### src/rtl/scan_ctrl_pkg.sv
// rtl/scan_ctrl_pkg.sv - FSM state type and MISR constants shared by scan_chain_ctrl and scan_misr
package scan_ctrl_pkg;

  typedef enum logic [2:0] {
    IDLE    = 3'd0,
    SHIFT   = 3'd1,
    CAPTURE = 3'd2,
    UNLOAD  = 3'd3,
    FIN     = 3'd4
  } scan_state_t;

  localparam int MISR_W = 16;
  localparam logic [MISR_W-1:0] MISR_POLY = 16'h1021;

  function automatic logic [MISR_W-1:0] misr_step(input logic [MISR_W-1:0] sig,
                                                  input logic din);
    logic fb;
    fb = sig[MISR_W-1] ^ din;
    return {sig[MISR_W-2:0], 1'b0} ^ (fb ? MISR_POLY : '0);
  endfunction

endpackage

### src/rtl/scan_misr.sv
// rtl/scan_misr.sv - serial-input MISR compacting the unloaded response stream
module scan_misr
  import scan_ctrl_pkg::*;
(
  input  logic              CLK,
  input  logic              RSTB,
  input  logic              clr,
  input  logic              en,
  input  logic              din,
  output logic [MISR_W-1:0] sig
);

  logic [MISR_W-1:0] sig_q, sig_d;

  // clear wins so a new pattern always starts from a zero seed
  always_comb begin
    sig_d = sig_q;
    if (clr) begin
      sig_d = '0;
    end else if (en) begin
      sig_d = misr_step(sig_q, din);
    end
  end

  always_ff @(posedge CLK or negedge RSTB) begin
    if (!RSTB) begin
      sig_q <= '0;
    end else begin
      sig_q <= sig_d;
    end
  end

  assign sig = sig_q;

endmodule

### src/rtl/scan_chain_ctrl.sv
// rtl/scan_chain_ctrl.sv - scan load/capture/unload sequencer; MISR signature only with SCAN_CTRL_MISR_EN
module scan_chain_ctrl
  import scan_ctrl_pkg::*;
#(
  parameter  int CHAIN_MAX  = 64,
  parameter  int CAP_CYCLES = 1,
  localparam int LW         = $clog2(CHAIN_MAX + 1)
) (
  input  logic              CLK,
  input  logic              RSTB,
  input  logic              start,
  input  logic [LW-1:0]     len,
  input  logic              abort,
  input  logic              pat_valid,
  input  logic              pat_bit,
  output logic              pat_ready,
  output logic              se,
  output logic              si,
  output logic              chain_en,
  input  logic              so,
  output logic              resp_valid,
  output logic              resp_bit,
  output logic              busy,
  output logic              done,
  output logic              err,
  output logic [MISR_W-1:0] signature
);

  localparam int CW = (CAP_CYCLES > 1) ? $clog2(CAP_CYCLES) : 1;

  scan_state_t   state_q, state_d;
  logic [LW-1:0] cnt_q, cnt_d;
  logic [LW-1:0] len_q, len_d;
  logic [CW-1:0] cap_q, cap_d;
  logic          done_q, done_d;
  logic          err_q, err_d;
  logic          len_ok, start_acc, last_beat;

  assign len_ok    = (len != '0) && (len <= LW'(CHAIN_MAX));
  assign start_acc = (state_q == IDLE) && start && len_ok;
  assign last_beat = ((cnt_q + LW'(1)) == len_q);

  always_comb begin
    state_d    = state_q;
    cnt_d      = cnt_q;
    len_d      = len_q;
    cap_d      = cap_q;
    done_d     = 1'b0;
    err_d      = 1'b0;
    se         = 1'b0;
    si         = 1'b0;
    chain_en   = 1'b0;
    pat_ready  = 1'b0;
    resp_valid = 1'b0;
    resp_bit   = 1'b0;

    unique case (state_q)
      IDLE: begin
        if (start_acc) begin
          len_d   = len;
          cnt_d   = '0;
          cap_d   = '0;
          state_d = SHIFT;
        end else if (start) begin
          err_d = 1'b1;
        end
      end
      SHIFT: begin
        se        = 1'b1;
        pat_ready = 1'b1;
        si        = pat_bit;
        chain_en  = pat_valid;
        if (pat_valid) begin
          if (last_beat) begin
            cnt_d   = '0;
            state_d = CAPTURE;
          end else begin
            cnt_d = cnt_q + LW'(1);
          end
        end
      end
      CAPTURE: begin
        chain_en = 1'b1;
        if (cap_q == CW'(CAP_CYCLES - 1)) begin
          cap_d   = '0;
          state_d = UNLOAD;
        end else begin
          cap_d = cap_q + CW'(1);
        end
      end
      UNLOAD: begin
        se         = 1'b1;
        chain_en   = 1'b1;
        resp_valid = 1'b1;
        resp_bit   = so;
        if (last_beat) begin
          cnt_d   = '0;
          state_d = FIN;
        end else begin
          cnt_d = cnt_q + LW'(1);
        end
      end
      FIN: begin
        done_d  = 1'b1;
        state_d = IDLE;
      end
      default: state_d = IDLE;
    endcase

    // abort overrides any terminal beat decided above, including the done from FIN
    if (abort && (state_q != IDLE)) begin
      state_d = IDLE;
      cnt_d   = '0;
      cap_d   = '0;
      done_d  = 1'b0;
      err_d   = 1'b1;
    end
  end

  always_ff @(posedge CLK or negedge RSTB) begin
    if (!RSTB) begin
      state_q <= IDLE;
      cnt_q   <= '0;
      len_q   <= '0;
      cap_q   <= '0;
      done_q  <= 1'b0;
      err_q   <= 1'b0;
    end else begin
      state_q <= state_d;
      cnt_q   <= cnt_d;
      len_q   <= len_d;
      cap_q   <= cap_d;
      done_q  <= done_d;
      err_q   <= err_d;
    end
  end

  assign busy = (state_q != IDLE);
  assign done = done_q;
  assign err  = err_q;

`ifdef SCAN_CTRL_MISR_EN
  scan_misr u_misr (
    .CLK  (CLK),
    .RSTB (RSTB),
    .clr  (start_acc),
    .en   (resp_valid),
    .din  (so),
    .sig  (signature)
  );
`else
  assign signature = '0;
`endif

endmodule

### config.mk
export PLATFORM = sky130hd
export DESIGN_NAME = scan_chain_ctrl
export DESIGN_NICKNAME = d
export VERILOG_FILES = /design/src/rtl/scan_ctrl_pkg.sv /design/src/rtl/scan_misr.sv /design/src/rtl/scan_chain_ctrl.sv
export SDC_FILE = /design/constraint.sdc
export NUM_CORES = 1
export LEC_CHECK = 0
export ABC_AREA = 1
export BUFFER_PORTS_ARGS = -buffer_cell sky130_fd_sc_hd__buf_2
export CAP_MARGIN = 20
export CORE_MARGIN = 5
export CORE_UTILIZATION = 46
export CTS_CLUSTER_SIZE = 25
export DETAILED_ROUTE_END_ITERATION = 16
export PLACE_DENSITY = 0.75
export SLEW_MARGIN = 10
export SYNTH_ARGS = -nofsm -noshare
export SYNTH_HDL_FRONTEND = slang
export SYNTH_SLANG_ARGS = --single-unit
### constraint.sdc
create_clock -name CLK -period 1.8 [get_ports CLK]
set_clock_uncertainty 0.2 [all_clocks]
set_input_delay 0.09 -clock CLK [delete_from_list [all_inputs] [get_ports CLK]]
set_output_delay 0.09 -clock CLK [all_outputs]
set_load 0.03 [all_outputs]
==> flow_metrics.tcl <==
set metrics [dict create \
    power.density_cell_area_nw_per_um2 1220 \
    dr.pass1.iters 6 \
    chipWidth_um 64.1 \
    layout_common_cells "sky130_fd_sc_hd__nand2_1 (44), sky130_fd_sc_hd__inv_1 (25), sky130_fd_sc_hd__nand3_1 (22), sky130_fd_sc_hd__buf_2 (22), sky130_fd_sc_hd__dfrtp_1 (17)" \
    congestion_overflow_gr 0 \
    clock_sinks 19 \
    yosys_warnings 0 \
    final_period_minus_worst_setup_slack_ps 1830 \
    place_congestion 0.879 \
    failed_checks "negative setup slack" \
    vdd_ir_drop_max_mv 0.877 \
    setup_viol_count_final 7 \
    io_count 39 \
    detail_route.iter0.violations 38 \
    run_status "finished, violations left" \
    vias 1276 \
    yosysUniqueCellTypes 27 \
    total_power_mw 2.05 \
    die-height_um 64.1 \
    groute.usage.overall 0.152 \
    synth_top_cells_by_area "sky130_fd_sc_hd__dfrtp_1 (35%), sky130_fd_sc_hd__nand2_1 (14%), sky130_fd_sc_hd__buf_4 (8.9%)" \
    finalNonFillerCells 263 \
    max_freq_mhz 546 \
    critical_path_arrival_ps 1820 \
    buffer_ports.inserted 22 \
    slew_viol_final 0 \
    cts_inserted_buffers 3 \
    cts_tree "built" \
    rr_worst_depth 10 \
    final_hold_slack_ps 43.2 \
    synth_top_cell_by_area "sky130_fd_sc_hd__dfrtp_1" \
    worst_r2r_endpoint "cnt_q[1]" \
    area_growth_pct 24.2 \
    drv_cap 0 \
    clock_insertion_delay_worst_skew_ps 300 \
    post-dp-hpwl_um 2130 \
    antenna_found_initial 0 \
    post-place-ws_ps -70.0 \
    place.detailed.instances 247 \
    syn_inst 190 \
    nets 248 \
    ff2ff_setup_slack_ps -30 \
    finalWorstSetupSlack_ps -30.6 \
    start_util 0.484 \
    regToRegStartpoint "state_q[0]" \
    synthFlopType "sky130_fd_sc_hd__dfrtp_1" \
    timing.critical_path.to_type "flop" \
    floorplan.rows 19 \
    leakage_nw 0.835 \
    critPathKind "reg2reg" \
    final_hold_violations 0 \
    hold_class "in2async" \
    detail_route.drc_violations 0 \
    first_global_vias 1150 \
    synth_seq_cells 19 \
    synth_area_um2 1350 \
    final_min_period_over_clock_period 1.02 \
    ys_seq_area_frac 0.353 \
    synth_enable_flop_cells 0 \
    wirelength_um 3090 \
    path_clk_slew_ps 110 \
    path_max_fanout 8 \
    ctsLongestPathBuffers 2 \
    antenna_left 0 \
    unrepaired_setup_endpoints_after_global_routing "yes" \
    antenna_cells_inserted 0 \
    core-area_um2 2780 \
    synth_largest_type_area_fraction 0.353 \
    grt_start_max_net_pins 20 \
    final_common_cell "sky130_fd_sc_hd__nand2_1" \
    fin_tns_setup_ps -166 \
    worstPathRequired_ps 1790 \
    fp.dieArea_um2 4110 \
    final_layout_size_suffix_gt1_frac 0.302 \
    clock_tree.root_cell "sky130_fd_sc_hd__clkbuf_4" \
    route.detailed.vias_per_inst 4.85 \
    ys_async_sr_fraction 1.00 \
    worstSetupStartpoint "state_q[0]" \
    setup.worst_path.start_class "flop" \
    cts-htree-levels 1 \
    avgRoutedWirePerCell_um 11.7 \
    grt_pass1_wl_um 5060 \
    avgSynthCellArea_um2 7.09 \
]
==> metal layers <==
metal,wire length (um),part of all wire,track usage,up-vias
met3,178,0.058,0.0105,6
met4,67,0.022,0.0636,0
met5,0,0,0,-
li1,-,-,-,650
met2,1530,0.49,0.260,46
met1,1310,0.43,0.198,574
==> flip-flops by register name (all words and copies together), names as in the netlist <==
| name | cells |
|---|---|
| err | 1 |
| done | 1 |
| len_q | 7 |
| cnt_q | 7 |
| state_q | 3 |
==> what timing repair did <==
action / 4_1_cts / 5_1_grt
hold buffers: 10 / 0
setup buffers: 0 / 1
gates cloned: 1 / 0
gates resized for setup: 2 / 19
endpoints found under the hold margin: 29 / 0
setup endpoints to repair: 10 / 13
pin swaps: 2 / 13
==> stage by stage <==
step | utilization | instance area [um^2]
after global routing | 0.602 | 1670
after CTS | 0.579 | 1610
after detailed placement | 0.527 | 1470
after floorplan | - | 1400
final | 0.602 | 1670
after global placement | 0.527 | 1470
==> area by class of cell <==
type,count,area [um^2]
Inverter,27,108
Timing Repair Buffer,41,278
Tap cell,31,38.8
Multi-Input combinational cell,141,746
Clock buffer,4,26.3
Fill cell,258,1110
Sequential cell,19,478
==> kinds of logic after synthesis <==
kind of cell             synth area share
other                             0.00278
adder cells (fa/ha/maj)           0.00928
AO/OA/AOI/OAI                      0.0622
flip-flops                          0.353
buffers and inverters               0.185
XOR/XNOR                           0.0130
AND/OR/NAND/NOR                     0.375
==> power breakdown <==
group          leakage [nW]  switching (mW)  internal [mW]
registers             0.246          0.0897          0.546
clock network        0.0150           0.133         0.0862
logic                 0.574           0.789          0.404
total                 0.835            1.01           1.04
==> worst max-delay path: stages, from the launching register on <==
cell and delay [ps]:
sky130_fd_sc_hd__dfrtp_1 440, sky130_fd_sc_hd__nor2_2 170, sky130_fd_sc_hd__nand2_2 90, sky130_fd_sc_hd__nor2_2 120, sky130_fd_sc_hd__nand3_2 80, sky130_fd_sc_hd__nand2_2 90
sky130_fd_sc_hd__nand2_4 50, sky130_fd_sc_hd__nor2_4 240, sky130_fd_sc_hd__inv_4 100, sky130_fd_sc_hd__nand2_2 60, sky130_fd_sc_hd__o21ai_1 60
==> cells in the mapped netlist, drive strengths merged, types with 2 or more instances <==
master	n
nor2	15
o21ai	12
inv	27
nand2	59
nand4	3
nand3	25
a21oi	2
buf	19
nor3	2
dfrtp	19
==> how the worst max path moves through the flow <==
stage	endpoint	slack, ps	cells past startpoint
floorplan	state_q[0]	20	14
CTS	state_q[0]	10	11
global route	state_q[0]	-160	12
finish	cnt_q[1]	-30	10
global placement	state_q[0]	-50	11
detailed placement	state_q[0]	-70	11
No activity file was read; power rests on OpenSTA's default activity.
